--- src/rtl/div_unit.sv ---
// Iterative restoring divider for DIV/DIVU in EX: one quotient bit per clock,
// result is {remainder, quotient}. The request is held until ready_o, and annul_i aborts.
module div_unit #(
    parameter int DATA_W = 32
) (
    input  logic                  clk,
    input  logic                  rst,
    input  logic                  signed_div_i,
    input  logic [DATA_W-1:0]     opdata1_i,
    input  logic [DATA_W-1:0]     opdata2_i,
    input  logic                  start_i,
    input  logic                  annul_i,
    output logic [2*DATA_W-1:0]   result_o,
    output logic                  ready_o
);

    localparam int CNT_W = $clog2(DATA_W + 1);

    typedef enum logic [1:0] {
        FREE   = 2'd0,
        BYZERO = 2'd1,
        ON     = 2'd2,
        END    = 2'd3
    } state_t;

    state_t              state_reg;
    logic [CNT_W-1:0]    cnt_reg;
    logic [DATA_W-1:0]   rem_reg;
    logic [DATA_W-1:0]   quo_reg;
    logic [DATA_W-1:0]   divisor_reg;
    logic                neg_a_reg;
    logic                neg_b_reg;
    logic                signed_reg;

    logic                neg_a;
    logic                neg_b;
    logic [DATA_W-1:0]   abs_a;
    logic [DATA_W-1:0]   abs_b;
    logic [DATA_W:0]     rem_shift;
    logic [DATA_W:0]     trial;
    logic [DATA_W-1:0]   rem_step;
    logic [DATA_W-1:0]   quo_step;
    logic [DATA_W-1:0]   quo_fix;
    logic [DATA_W-1:0]   rem_fix;

    // The magnitude of the most negative value is 2^(DATA_W-1) and still fits
    // when it is read as unsigned, so no special case is needed.
    assign neg_a = signed_div_i & opdata1_i[DATA_W-1];
    assign neg_b = signed_div_i & opdata2_i[DATA_W-1];
    assign abs_a = neg_a ? (~opdata1_i + 1'b1) : opdata1_i;
    assign abs_b = neg_b ? (~opdata2_i + 1'b1) : opdata2_i;

    // Restoring step. The trial result is one bit wider, and its MSB is the borrow.
    assign rem_shift = {rem_reg, quo_reg[DATA_W-1]};
    assign trial     = rem_shift - {1'b0, divisor_reg};
    assign rem_step  = trial[DATA_W] ? rem_shift[DATA_W-1:0] : trial[DATA_W-1:0];
    assign quo_step  = {quo_reg[DATA_W-2:0], ~trial[DATA_W]};

    assign quo_fix = (signed_reg && (neg_a_reg ^ neg_b_reg)) ? (~quo_reg + 1'b1) : quo_reg;
    assign rem_fix = (signed_reg && neg_a_reg) ? (~rem_reg + 1'b1) : rem_reg;

    always_ff @(posedge clk or negedge rst) begin
        if (!rst) begin
            state_reg   <= FREE;
            cnt_reg     <= '0;
            rem_reg     <= '0;
            quo_reg     <= '0;
            divisor_reg <= '0;
            neg_a_reg   <= 1'b0;
            neg_b_reg   <= 1'b0;
            signed_reg  <= 1'b0;
            ready_o     <= 1'b0;
            result_o    <= '0;
        end else begin
            case (state_reg)
                FREE: begin
                    ready_o  <= 1'b0;
                    result_o <= '0;
                    if (start_i && !annul_i) begin
                        if (opdata2_i == '0) begin
                            state_reg <= BYZERO;
                        end else begin
                            quo_reg     <= abs_a;
                            divisor_reg <= abs_b;
                            rem_reg     <= '0;
                            cnt_reg     <= '0;
                            neg_a_reg   <= neg_a;
                            neg_b_reg   <= neg_b;
                            signed_reg  <= signed_div_i;
                            state_reg   <= ON;
                        end
                    end
                end
                BYZERO: begin
                    // The architectural result is undefined here, so it is pinned to zero.
                    result_o  <= '0;
                    ready_o   <= 1'b1;
                    state_reg <= END;
                end
                ON: begin
                    if (annul_i) begin
                        state_reg <= FREE;
                        ready_o   <= 1'b0;
                        result_o  <= '0;
                        cnt_reg   <= '0;
                    end else if (cnt_reg != CNT_W'(DATA_W)) begin
                        rem_reg <= rem_step;
                        quo_reg <= quo_step;
                        cnt_reg <= cnt_reg + 1'b1;
                    end else begin
                        result_o  <= {rem_fix, quo_fix};
                        ready_o   <= 1'b1;
                        state_reg <= END;
                    end
                end
                END: begin
                    // annul_i is ignored here because the stall has already been released.
                    if (!start_i) begin
                        state_reg <= FREE;
                        ready_o   <= 1'b0;
                        result_o  <= '0;
                    end
                end
                default: begin
                    state_reg <= FREE;
                end
            endcase
        end
    end

endmodule

--- config.mk ---
export PLATFORM = sky130hd
export DESIGN_NAME = div_unit
export DESIGN_NICKNAME = d
export VERILOG_FILES = /design/src/rtl/div_unit.sv
export SDC_FILE = /design/constraint.sdc
export NUM_CORES = 1
export LEC_CHECK = 0
export BUFFER_PORTS_ARGS = -buffer_cell sky130_fd_sc_hd__clkbuf_2
export CAP_MARGIN = 20
export CELL_PAD_IN_SITES_DETAIL_PLACEMENT = 1
export CELL_PAD_IN_SITES_GLOBAL_PLACEMENT = 2
export CORE_MARGIN = 5
export CORE_UTILIZATION = 30
export CTS_CLUSTER_DIAMETER = 80
export CTS_CLUSTER_SIZE = 24
export DETAILED_ROUTE_END_ITERATION = 6
export HOLD_SLACK_MARGIN = 0.15
export PLACE_DENSITY_LB_ADDON = 0.1
export SYNTH_ARGS = -nofsm -noshare
export SYNTH_HDL_FRONTEND = slang
export SYNTH_SLANG_ARGS = --single-unit
--- constraint.sdc ---
create_clock -name clk -period 4.4 [get_ports clk]
set_input_delay 0.22 -clock clk [delete_from_list [all_inputs] [get_ports clk]]
set_output_delay 0.22 -clock clk [all_outputs]
set_load 0.03 [all_outputs]
After elaboration in Yosys (flattened, before gate mapping)
Cells that the tools add are included.
Widths: inputs -> output; s select.
{"block": "totals", "register_bits": 172, "latch_bits": 0, "ram_bits": 0, "romBits": 0, "wordCells": 83, "mem_count": 0}
{"block": "op_classes", "n_addsub": 6, "multipliers": 0, "div_mod_pow": 0, "n_lt_le_gt_ge": 0, "n_eq_ne": 11, "shift": 0, "muxes": 34, "bitwise": 9, "n_reduce_logical": 13}
{"op": "$mux 32", "count": 13}
{"op": "$mux 64", "count": 3}
{"op": "$pmux 64 s3", "count": 1}
{"op": "$add 32x1->32 const B", "count": 4}
{"op": "$not 32->32", "count": 4}
{"op": "$pmux 32 s2", "count": 2}
{"op": "$sub 33x32->33", "count": 1}
{"op": "$logic_not 32->1", "count": 1}
{"op": "$mux 6", "count": 4}
{"op": "$pmux 6 s2", "count": 1}
{"op": "$mux 2", "count": 5}
{"op": "$ne 2x2->1 const B", "count": 5}
{"op": "$pmux 2 s4", "count": 1}
{"op": "$add 6x1->6 const B", "count": 1}
{"op": "$ne 3x3->1 const B", "count": 2}
{"op": "$ne 6x6->1 const B", "count": 1}
{"op": "$reduce_and 3->1", "count": 2}
{"op": "$reduce_and 5->1", "count": 1}
{"op": "$eq 2x2->1 const B", "count": 2}
{"op": "$pmux 1 s4", "count": 1}
{"op": "$reduce_and 4->1", "count": 1}
{"op": "$logic_and 1x1->1", "count": 3}
{"op": "$mux 1", "count": 3}
{"op": "$and 1x1->1", "count": 2}
{"op": "other kinds (8)", "count": 9}

Logic depth before layout (Yosys ltp)
Gate-level depths: netlist of run 1.
{"block": "depth", "depth_word": 6, "mapped_depth": 15, "mapped_depth_nobuf": 13}

Least setup slack after synthesis of run 1
No wires, ideal clock.
{"block": "synth_timing", "kind": "reg-to-reg", "startpoint": "register rem_reg[1]", "endpoint": "register rem_reg[30]", "setup_time_ps": 120, "arrival_time_ps": 3161, "required_time_ps": 4280, "path_slack_ps": 1119, "stages_incl_launch_ff": 12, "path_buffers": 0, "cell_sequence": "dfrtp_1 -> ha_1 -> nor2b_1 -> o31a_1 -> o41a_1 -> or4_1 -> a21oi_1 -> o21ai_0 -> a21o_1 -> a21oi_1 -> o2111ai_1 -> a31o_2"}
{"block": "synth_via", "elab_chain_cells": 5}
{"item": "from (decl)", "line_no": "28", "rtl": "logic [DATA_W-1:0] rem_reg;"}
{"item": "from (signal assigned)", "line_no": "107", "rtl": "rem_reg <= rem_step;"}
{"item": "$sub 33x32->33", "line_no": "55", "rtl": "assign trial = rem_shift - {1'b0, divisor_reg};"}
{"item": "$mux 32", "line_no": "56", "rtl": "assign rem_step = trial[DATA_W] ? rem_shift[DATA_W-1:0] : trial[DATA_W-1:0];"}
{"item": "$mux 32", "line_no": "106", "rtl": "end else if (cnt_reg != CNT_W'(DATA_W)) begin"}
{"item": "$mux 32", "line_no": "101", "rtl": "if (annul_i) begin"}
{"item": "$pmux 32 s2", "line_no": "75", "rtl": "case (state_reg)"}
No other way between the ends. The select of a mux whose other input is x is not followed.
A chain may end at the register's enable or synchronous reset.

Worst setup path after layout of run 1
{"block": "layout_timing", "startpoint": "register quo_reg[31]", "endpoint": "register rem_reg[30]"}
{"block": "layout_via", "elab_chain_cells": 5}
{"item": "from (decl)", "line_no": "29", "rtl": "logic [DATA_W-1:0] quo_reg;"}
{"item": "from (signal assigned)", "line_no": "83", "rtl": "quo_reg <= abs_a;"}
{"item": "from (signal assigned)", "line_no": "108", "rtl": "quo_reg <= quo_step;"}
{"item": "$sub 33x32->33", "line_no": "55"}
{"item": "$mux 32", "line_no": "56"}
{"item": "$mux 32", "line_no": "106"}
{"item": "$mux 32", "line_no": "101"}
{"item": "$pmux 32 s2", "line_no": "75"}
No other way between the ends. The select of a mux whose other input is x is not followed.

==> results of run 1 <==
power by group through the flow:
stage | sequential, mW | clock, mW | combinational, mW
floorplan | 2.17 | 0 | 1.96
detailed placement | 2.27 | 0 | 2.67
finish | 2.24 | 1.62 | 2.64
global route | 2.29 | 1.73 | 3.03
global placement | 2.26 | 0 | 2.65
CTS | 2.24 | 1.68 | 2.70
through the flow:
stage	worst slack (ns)	hold slack [ns]	power [mW]	utilization (%)
6_report	0.639	0.174	6.50	36.0
4_1_cts	0.605	0.158	6.62	36.0
3_3_place_gp	0.702	0.345	4.91	33.5
3_5_place_dp	0.625	0.342	4.94	33.5
2_1_floorplan	1.12	-0.0756	4.13	-
5_1_grt	0.349	0.188	7.05	36.0
per-layer routing:
layer | track usage, % | up-vias | routed length (um)
li1 | - | 4991 | -
met1 | 23.5 | 4708 | 16600
met2 | 27.8 | 123 | 16100
met3 | 2.17 | 21 | 888
met4 | 3.78 | 0 | 405
met5 | 0 | - | 0
cell type report:
type | instances | area share, %
Multi-Input combinational cell | 1065 | 48.4
Sequential cell | 172 | 32.7
Timing Repair Buffer | 177 | 8.36
Tap cell | 468 | 4.44
Clock buffer | 17 | 3.23
Inverter | 54 | 1.54
Clock inverter | 15 | 1.41
layout by cell type (no fill, tap or decap), drive strengths merged, types with 17 or more instances in the layout:
cell type,count
clkbuf,149
dfrtp,172
nor2,116
nor3,17
o21ai,210
or3,17
xnor2,57
nand2,197
xor2,84
inv,60
or4,17
a21oi,128
o31ai,24
dlygate4sd3,30
ha,42
cells by family (layout without fill, tap and decap cells):
group	count (synthesis)	count (layout)	synth area share (%)
adders and majority gates	43	43	4.90
AOI/OAI and AO/OA	438	438	22.6
xor gates and xnor gates	141	141	11.1
DFF	172	172	38.6
muxes	11	11	1.00
and+or+nand+nor	432	432	17.4
buffers and inverters	123	263	4.41
worst max-delay path by stage:
stage                 start        endpoint  slack [ns]  cells after the start
3_3_place_gp    quo_reg[31]     rem_reg[30]        0.70                     13
6_report        quo_reg[31]     rem_reg[30]        0.64                     13
4_1_cts         quo_reg[31]     rem_reg[30]        0.60                     13
3_5_place_dp    quo_reg[31]     rem_reg[30]        0.63                     13
2_1_floorplan    rem_reg[1]     rem_reg[30]        1.12                     11
5_1_grt        opdata2_i[0]  divisor_reg[9]        0.35                     15
worst reg2reg max path, stage by stage, from the launching register on:
cell and delay (ns):
sky130_fd_sc_hd__dfrtp_1 0.38, sky130_fd_sc_hd__inv_1 0.15, sky130_fd_sc_hd__ha_1 0.22, sky130_fd_sc_hd__fa_1 0.22, sky130_fd_sc_hd__nor2b_1 0.08, sky130_fd_sc_hd__o31a_1 0.28, sky130_fd_sc_hd__o41a_1 0.44, sky130_fd_sc_hd__or4_1 0.50
sky130_fd_sc_hd__a21oi_1 0.28, sky130_fd_sc_hd__o21ai_0 0.21, sky130_fd_sc_hd__a21o_1 0.22, sky130_fd_sc_hd__a21oi_1 0.25, sky130_fd_sc_hd__o2111ai_1 0.15, sky130_fd_sc_hd__a31o_2 0.26
==> results.txt, run 1 <==
The final net count came out at 1599. The initial antenna violation count came out at 0. The internal power component came out at 3.77 mW. For this configuration, the core starts out at a cell density of 30.4%. Synthesis handed over a netlist of 1360 instances. The dominant cell type by area after synthesis is sky130_fd_sc_hd__dfrtp_1. The max-slew violation count was 0. The detailed-router iteration count before antenna repair is 6. The total overflow left after global routing is 0. The path with the worst hold slack has its endpoint at divisor_reg[2]. The die width came out at 203 um. The kind of cell adding the most delay to the critical path is compound AO/OA/AOI/OAI gates. The largest single stage delay on the critical path is 0.50 ns. The area share of the largest cell type after synthesis came out at 38.6%. Combinational logic is responsible for 40.7% of the overall power. In this run the power density over the cells is 493 nW/um^2. Leaving out filler cells and counting taps, the final layout contains 1968.

The average cell area after synthesis came out at 8.19 sq um. The final HPWL from detailed placement is 25800 um. The max-capacitance violation count is 0. In this run the remaining antenna-violating nets after routing total 0. The area of all placed cells without fillers is 13200 sq um. TritonCTS built the clock tree. The share of the clock period used by the worst path after layout is 85.5%. The headroom to the max-slew limit is 31.4%.

The peak supply drop came out at 0.000254 V. Yosys printed 0 warnings. Setup repair after global routing left no endpoint under its margin.

The timing-limited maximum frequency came out at 266 MHz. The sequential area share after synthesis is 38.6%. The clock transition time at the flip-flop clock pins of the worst setup and hold paths is 0.08 ns. The setup slack of the most critical reg-to-reg path is 0.64 ns.

The area growth from synthesis to layout is 18.3%. The I/O pin count is 134. The pin slew with the least headroom to its limit came out at 1.03 ns. By count the netlist is led by sky130_fd_sc_hd__o21ai_0, sky130_fd_sc_hd__nand2_1, sky130_fd_sc_hd__dfrtp_1.

The number of hold violations in the final report is 0. The min-delay analysis places its worst path in the category in -> reg. The buffer and inverter count on the worst path came out at 1.

The sequential share of power is 34.4%. Routability-driven placement finished with a final weighted congestion of 0.798. Among all cell types in the netlist, the one instantiated most often is sky130_fd_sc_hd__o21ai_0. Global routing consumed, over all layers together, 16.8% of the routing resources.

The signal on the critical path passes through inv_1, ha_1, fa_1, nor2b_1, o31a_1, o41a_1, or4_1, a21oi_1, o21ai_0, a21o_1, a21oi_1, o2111ai_1, a31o_2. After detailed routing, the number of vias per cell comes to 5.00. Clock tree synthesis inserted a total of 17 buffers. The floorplan has 70 rows.

The tree is rooted in a sky130_fd_sc_hd__clkbuf_16. The number of instances on the worst hold path came out at 4. In the final layout, the share of cells above drive strength 1 is 13.1%. In this run, the clock network consumes 24.9% of the power. Counting stages on the worst path, the most repeated cell is sky130_fd_sc_hd__a21oi_1.

The footprint of the flip-flops and latches is 4300 sq um. The length in cells of the worst reg-to-reg path is 13. The deepest level of the CTS H-tree came out at 4.

The net switching power is 2.73 mW. Once the clock tree was built, the resizer swapped 0 gates to a different size. The total of fill cells in the finished design came out at 4391.

Post-CTS timing repair inserted 0 buffers for setup. The clock skew is 0.0110 ns. Including well taps, the total number of placed cells is 1906. The startpoint of the worst register-to-register path is quo_reg[31]. The post-layout minimum cycle time came out at 3.76 ns.

The area inside the core boundary came out at 36600 sq um. Of all flip-flops after synthesis, the portion carrying an async set or reset was 100%. The worst setup path is of the reg -> reg kind. The maximum number of pins on one net before global-route repair came out at 91. Summed over all layers, the routed wires come to 34000 um. The detailed router finished its first iteration with 380 violations. The run finished with clean final reports. The die is 203 um tall. The worst setup path is launched from a flip-flop. Sorting the synthesized cells by area gives the leading types as sky130_fd_sc_hd__dfrtp_1, sky130_fd_sc_hd__o21ai_0, sky130_fd_sc_hd__nand2_1. Synthesis produced a netlist with a net count of 1472. The number of antenna cells inserted came out at 0. The area taken by multi-input logic gates came out at 6370 sq um. The static power due to leakage came out at 5.96 nW. The post-synthesis instance area is 11100 sq um. The cell area reported after detailed placement is 12300 sq um. The switching power share of the total came out at 42.0%. STA classifies the critical path endpoint as a flip-flop. Among all flip-flop cells after synthesis, the most frequent one is sky130_fd_sc_hd__dfrtp_1.

The total of buffers placed on input and output ports came out at 133. In this run the critical register-to-register path is captured at rem_reg[30]. The clock passes through at most 2 buffers. The number of sinks handled by clock tree synthesis came out at 172. The wire length of the first global-routing pass came out at 56200 um.

Setup violations remaining at the end of the flow were counted as 0. The number of register bits inferred by synthesis came out at 172. Summed over all failing endpoints, the final setup total negative slack is 0 ns. For the worst setup path, the data arrival time is 4.09 ns. The register bank with the most flops is result_o.

The mean routed wirelength per cell came out at 17.3 um. The count of flip-flops with a built-in enable after synthesis is 0. The maximum fanout count along the critical path is 4. The overall die area came out at 41100 sq um. The number of distinct standard cells referenced by the synthesized netlist came out at 60. The worst hold path begins at opdata2_i[2].

The clock latency on the worst-skew pair is 0.45 ns. The largest individual stage delay along the critical path comes from the cell sky130_fd_sc_hd__or4_1. The number of buffers inserted by hold repair at cts came out at 30.

The number of flip-flops under the largest register name is 64. STA puts the critical path data required time at 4.73 ns. The via count of the first global-routing pass came out at 10204. The total via count after detailed routing came out at 9843. The post-route DRC violation count is 0.
Power figures use the tool's default switching activity.
==> run 2, diff against run 1 <==
--- a/config.mk
+++ b/config.mk
@@ -10,7 +10,7 @@
 export CELL_PAD_IN_SITES_DETAIL_PLACEMENT = 1
 export CELL_PAD_IN_SITES_GLOBAL_PLACEMENT = 2
 export CORE_MARGIN = 5
-export CORE_UTILIZATION = 30
+export CORE_UTILIZATION = 35
 export CTS_CLUSTER_DIAMETER = 80
 export CTS_CLUSTER_SIZE = 24
 export DETAILED_ROUTE_END_ITERATION = 6
==> run 2 against run 1 <==
- critical path depth increased by 2
- final cell count is 3.4% lower
- wire length decreased by 5.1%
- global-route usage rose by 1.7 points
- non-clock buffer count did not move
- critical path type is now in -> reg
- largest cell class unchanged
==> results.txt, run 2 (synthesized netlist as in run 1, its figures left out) <==
The clock latency on the worst-skew pair is 0.43 ns. The post-route worst setup slack came out at 0.532 ns. The routed design has 32200 um of wire. The worst endpoint required time is 4.77 ns.

The number of routed nets with antenna violations is 0. Following the worst setup path forward leads to its endpoint at rem_reg[30]. In this run the number of H-tree levels came out at 4.

The switching power share of the total came out at 42.0%. The post-place setup slack came out at 0.583 ns. Combinational logic burns 41.2% of the power. The worst register-to-register path begins at quo_reg[31].

The core region is 31500 sq um. In this run the count of I/O pins placed on the die edge is 134. The cell count along the critical path is 15. Of the total power, the clock network draws 23.7%. The clock transition time at the flip-flop clock pins of the worst setup and hold paths is 0.07 ns. The share of the clock period used by the worst path after layout came out at 87.9%.

The detailed-router iteration count before antenna repair is 4. The timing-limited maximum frequency is 259 MHz. The post-route DRC violation count is 0. Tracing the worst setup path back leads to its startpoint at opdata2_i[0]. The effective utilization at floorplan is 35.4%. The initial antenna violation count is 0. The total negative slack for setup checks is 0 ns.

At the pin with the least slew margin, the transition time is 1.03 ns. The final HPWL from detailed placement is 24600 um. The sequential share of power came out at 35.1%. The weighted congestion reported at the end of routability-driven placement is 0.812. The headroom to the max-slew limit is 31.2%. The overall die area came out at 35500 sq um.

By startpoint and endpoint, the worst setup path is classified as in -> reg. Global routing used 18.5% of the available tracks. The number of clock buffers inserted by TritonCTS came out at 17.

The max-capacitance violation count is 0. The register with the most flip-flops in the final layout is result_o. Entering global routing, the biggest net connects 96 pins. The number of buffers on the longest clock path came out at 2.

On the critical path the largest part of the delay comes from simple AND/OR/NAND/NOR gates. The signal on the critical path passes through dlygate4sd3_1, clkbuf_2, inv_1, ha_1, nor3b_1, nand3b_1, nor4_2, buf_4, nand3_1, or3_1, nand2_1, a21oi_1, nand2b_1, a221oi_1, a31o_2. The number of antenna cells inserted came out at 0.

The total number of placement rows is 65. The run finished with clean final reports. The final setup violation count is 0. The final net count is 1599.

The peak supply drop came out at 0.000362 V. The number of flip-flops under the largest register name came out at 64. Data arrives at the worst endpoint at 4.24 ns. The most common cell after layout, fill and taps aside is sky130_fd_sc_hd__o21ai_0. The kind of capture point of the worst setup path is a flip-flop.

The worst hold slack is 0.170 ns. The end of the worst register-to-register path is rem_reg[30]. The share of final-layout standard cells stronger than drive strength 1 came out at 13.2%. The path class of the tightest hold or removal check is in -> reg. Counting both buffers and inverters, the worst setup path holds a total of 4. The number of hold violations in the final report came out at 0. For this design the static power due to leakage is 5.91 nW. In this run the register-to-register setup slack is 0.64 ns. The top cell types in the final layout, fill and taps aside, are sky130_fd_sc_hd__o21ai_0, sky130_fd_sc_hd__nand2_1, sky130_fd_sc_hd__dfrtp_1. The clock skew is 0.00627 ns.

STA classifies the critical path startpoint as an input pin. The leftover overflow at the end of global routing came out at 0. The length in cells of the worst reg-to-reg path came out at 13. Summing internal, switching and leakage power gives 6.39 mW. The power per unit of standard cell area came out at 490 nW/um^2.

For this run, the slowest stage of the critical path takes 0.82 ns. The max-slew violation count is 0. Compared with the post-synthesis result, the final layout area differs by 17.1%. Along the worst path, the maximum fanout reaches 10. The tree is rooted in a sky130_fd_sc_hd__clkbuf_16. The total via count after detailed routing is 9815. The die width came out at 188 um. The total of buffers placed on input and output ports is 133. The via count of the first global-routing pass was 10246.

The initial DRC count came out at 388. The worst-path cell with the longest stage delay is sky130_fd_sc_hd__a21oi_1. The internal portion of the total power is 3.71 mW. Setup repair after global routing left no endpoint under its margin. The worst path in the final design needs a cycle of 3.87 ns, including I/O delays and setup. For this design the total switching power over the nets is 2.69 mW. Counting every sink on the clock net gives 172. The wire length of the first global-routing pass is 54300 um. The floorplan step set the die height to 188 um. TritonCTS built the clock tree.

The mean routed wirelength per cell came out at 17.0 um. The number of vias per cell after detailed routing came out at 5.16.
## run 2: cell types whose count changed in the layout (fill, tap and decap cells not counted)
cell | previous run | this run
sky130_fd_sc_hd__bufinv_16 | 3 | 2
sky130_fd_sc_hd__buf_12 | 2 | 1
sky130_fd_sc_hd__buf_4 | 12 | 15
sky130_fd_sc_hd__dlygate4sd3_1 | 30 | 28
sky130_fd_sc_hd__clkinvlp_4 | 1 | 8
sky130_fd_sc_hd__clkbuf_1 | 0 | 1
sky130_fd_sc_hd__inv_6 | 5 | 1
sky130_fd_sc_hd__clkinv_4 | 2 | 1
sky130_fd_sc_hd__inv_8 | 1 | 0
sky130_fd_sc_hd__clkinv_2 | 3 | 2
## run 2: area by class of cell
| class | count | area [sq um] |
|---|---|---|
| clock inverter | 14 | 148 |
| fill | 3808 | 18400 |
| inverter | 54 | 203 |
| multi-input combinational | 1065 | 6370 |
| timing repair buffer | 177 | 1080 |
| tap | 402 | 503 |
| sequential | 172 | 4300 |
| clock buffer | 18 | 429 |
## run 2: worst min-delay path, delay by kind of cell
kind,cells,cell delay [ns]
xor gates and xnor gates,1,0.08
AOI/OAI and AO/OA,1,0.05
buffers and inverters,1,0.11
and+or+nand+nor,1,0.10
## run 2: layer usage
metal | global-route usage, % | wire, um | vias to the layer above
met3 | 2.83 | 884 | 12
li1 | - | - | 4991
met2 | 32.2 | 15600 | 114
met5 | 0 | 0 | -
met1 | 24.6 | 15600 | 4698
met4 | 3.36 | 229 | 0
## run 2: power by group through the flow
stage                     sequential, mW  clock (mW)  combinational, mW
after detailed placement            2.27           0               2.65
final                               2.24        1.52               2.63
after floorplan                     2.17           0               1.96
after global placement              2.25           0               2.61
after global routing                2.29        1.64               3.01
after CTS                           2.24        1.57               2.68
## run 2: how the worst min path moves through the flow
| stage | to | slack [ns] | cells past startpoint | start |
|---|---|---|---|---|
| 6_report | divisor_reg[3] | 0.17 | 4 | opdata2_i[3] |
| 5_1_grt | divisor_reg[18] | 0.18 | 4 | opdata2_i[18] |
| 4_1_cts | divisor_reg[3] | 0.15 | 4 | opdata2_i[3] |
| 3_5_place_dp | quo_reg[7] | 0.39 | 1 | rst |
| 3_3_place_gp | quo_reg[7] | 0.38 | 1 | rst |
| 2_1_floorplan | cnt_reg[0] | -0.08 | 0 | rst |
## run 2: timing repair
| action | CTS | global route |
|---|---|---|
| endpoints found under the hold margin | 120 | 0 |
| buffers inserted | 0 | 0 |
| resized for setup | 0 | 0 |
| hold buffers | 28 | 0 |
| endpoints found under the setup margin | 0 | 0 |
## run 2: metrics by stage
stage / util, % / std cells / cell area, sq um
after floorplan: - / 1360 / 11100
after global placement: 38.7 / 1842 / 12200
after detailed placement: 38.7 / 1842 / 12200
after CTS: 41.4 / 1902 / 13000
after global routing: 41.4 / 1902 / 13000
final: 41.4 / 1902 / 13000
==> run 3, diff against run 2 <==
--- a/config.mk
+++ b/config.mk
@@ -9,8 +9,9 @@
 export CAP_MARGIN = 20
 export CELL_PAD_IN_SITES_DETAIL_PLACEMENT = 1
 export CELL_PAD_IN_SITES_GLOBAL_PLACEMENT = 2
+export CORE_ASPECT_RATIO = 2
 export CORE_MARGIN = 5
-export CORE_UTILIZATION = 35
+export CORE_UTILIZATION = 38
 export CTS_CLUSTER_DIAMETER = 80
 export CTS_CLUSTER_SIZE = 24
 export DETAILED_ROUTE_END_ITERATION = 6
==> constraint.sdc (replaced) <==
create_clock -name clk -period 4.7 [get_ports clk]
set_input_delay 0.235 -clock clk [delete_from_list [all_inputs] [get_ports clk]]
set_output_delay 0.235 -clock clk [all_outputs]
set_load 0.03 [all_outputs]
==> run 3 against run 2 <==
- critical path type is now reg -> reg
- wire length rose by 3.2%
- non-clock buffer count rose by 5
- die area fell by 6.9%
- critical endpoint unchanged
- clock power decreased by 5%
- register-to-register slack better by 0.20 ns
- via count increased by 2.2%
- sequential share of layout area is 0.054 points lower
- combinational power is 6% lower
- power fell by 5.9%
- clock skew is 0.00061 ns higher
==> results.txt, run 3 (synthesized netlist as in run 1, its figures left out) <==
The run finished with clean final reports. The weighted congestion reported at the end of routability-driven placement is 0.812. The pin slew with the least headroom to its limit came out at 1.03 ns. The number of hold violations in the final report is 0. The number of routed nets with antenna violations came out at 0. The total negative slack for setup checks is 0 ns.

The kind of start point of the critical path is a flip-flop. For the worst setup path, the data required time is 5.04 ns. The initial DRC count came out at 326. The clock tree from TritonCTS is built. The buffers inserted during post-CTS setup optimization came out at 0. After detailed routing, the average wire length per cell comes to 17.8 um. Timing would allow up to 259 MHz. The total via count after detailed routing is 10035. The number of buffers on the longest clock path is 2. The total number of placement rows is 88. The power per unit of standard cell area came out at 460 nW/um^2. The deepest level of the CTS H-tree is 4. The worst hold slack is 0.194 ns. The number of buffers inserted by hold repair at cts is 32. Clock skew on the completed layout was measured at 0.00688 ns. The wire length of the first global-routing pass came out at 54300 um. The post-route DRC violation count came out at 0. Counting stages on the worst path, the most repeated cell is sky130_fd_sc_hd__a21oi_1.

The critical path data arrival time came out at 4.19 ns. Setup repair after global routing left no endpoint under its margin. Summed over all nets, the half-perimeter wirelength after detailed placement is 26000 um.

The share of final-layout standard cells stronger than drive strength 1 came out at 13.2%. The maximum number of pins on one net before global-route repair came out at 71. The worst-path cell with the longest stage delay is sky130_fd_sc_hd__or4_1.

After routing the design area is 13100 sq um. The kind of capture point of the worst setup path is a flip-flop. Along the worst path, the maximum fanout reaches 4.

In this run the critical register-to-register path is captured at rem_reg[30]. Fill cells in the final layout number 3498. The I/O pin count is 134. The signal on the critical path passes through inv_1, ha_1, fa_1, nor2b_1, o31a_1, o41a_1, or4_1, a21oi_1, o21ai_0, a21o_1, a21oi_1, o2111ai_1, a31o_2.

The post-place setup slack is 0.814 ns. The min-delay analysis places its worst path in the category in -> reg. The headroom to the max-slew limit is 31.2%. The peak supply drop came out at 0.000325 V. The critical path's largest stage delay came out at 0.51 ns. The final critical path takes up 82.0% of the cycle.

The worst path needs 3.86 ns of the cycle, external delays included. The clock latency on the worst-skew pair is 0.45 ns. The critical path in this run is classified as reg -> reg. The area growth from synthesis to layout is 17.3%.

The via count of the first global-routing pass came out at 10755. Buffers placed on the I/O ports in this run total 133. The initial utilization of the core area, before any placement, comes to 38.5%. The total routing usage reported by global routing is 20.8%. Summed over all layers, the global routing overflow is 0.

The worst register-to-register path begins at quo_reg[31]. The vertical extent of the die is 252 um. The tree is rooted in a sky130_fd_sc_hd__clkbuf_16.

The number of antenna cells inserted came out at 0. The final setup violation count is 0. Leaving out fill and tap cells, the most frequent cells in the layout are sky130_fd_sc_hd__o21ai_0, sky130_fd_sc_hd__nand2_1, sky130_fd_sc_hd__dfrtp_1. The number of vias per cell after detailed routing is 5.38. The number of flip-flops under the largest register name is 64.

The initial antenna violation count came out at 0. Clock tree synthesis inserted a total of 17 buffers. The clock transition time at the flip-flop clock pins of the worst setup and hold paths is 0.07 ns. The detailed-router iteration count before antenna repair is 4. In this run the worst setup path terminates at rem_reg[30]. The number of sinks handled by clock tree synthesis is 172. The max-slew violation count came to 0. Post-CTS repair changed the size of 0 cells. Ranked by flip-flop count, first place goes to result_o. In this run the cell area measured after placement is 12100 sq um. The most common cell after layout, fill and taps aside is sky130_fd_sc_hd__o21ai_0.

The max-capacitance violation count is 0. The overall die area is 33000 sq um. The setup slack of the most critical reg-to-reg path is 0.84 ns. For this block, the routed nets add up to 33300 um of wire. The post-route worst setup slack came out at 0.845 ns.

The static power due to leakage came out at 5.97 nW. The core region is 29000 sq um. The length in cells of the worst reg-to-reg path came out at 13. The area taken by multi-input logic gates is 6370 sq um. The total power draw came out at 6.02 mW. The die width is 131 um. At the end of the flow, the number of nets in the layout was 1604. The footprint of the flip-flops and latches is 4300 sq um. The critical path launch point is quo_reg[31].
==> run 3: metal layers <==
metal  up-vias  share of wire [%]  GRT usage [%]
met5         -                  0              0
met4         0                1.6           5.77
met3        38                2.6           2.83
met2       134                 60           41.9
met1      4862                 36           21.4
li1       5001                  -              -
==> run 3: cell type report <==
cell class	instances	share of cell area, %
clock inverter	9	0.852
multi-input combinational	1065	48.8
clock buffer	23	3.73
inverter	54	1.55
tap	360	3.45
timing repair buffer	182	8.69
sequential	172	32.9
==> run 3: worst min path at each step <==
stage,startpoint,end,slack (ns),cells past startpoint
after global placement,rst,quo_reg[7],0.30,1
after CTS,opdata2_i[14],divisor_reg[14],0.17,5
after detailed placement,rst,quo_reg[7],0.30,1
final,opdata2_i[14],divisor_reg[14],0.19,5
after floorplan,rst,cnt_reg[0],-0.06,0
after global routing,opdata2_i[14],divisor_reg[14],0.24,5
==> run 3: power by group <==
part	internal, mW	switching [mW]	total (mW)
Combinational	0.913	1.56	2.47
Clock	0.839	0.610	1.45
Sequential	1.78	0.309	2.09
Total	3.54	2.48	6.02
==> run 3: worst max-delay path, delay by kind of cell, from the launching register on <==
kind / cells / cell delay (ns)
AOI/OAI and AO/OA: 8 / 2.20
adders and majority gates: 2 / 0.44
buffers and inverters: 1 / 0.12
DFF: 1 / 0.38
and+or+nand+nor: 2 / 0.59
==> run 3: through the flow <==
step | cells | util [%]
after floorplan | 1360 | -
after global placement | 1800 | 41.9
after detailed placement | 1801 | 41.9
after CTS | 1865 | 45.1
after global routing | 1865 | 45.1
final | 1865 | 45.1
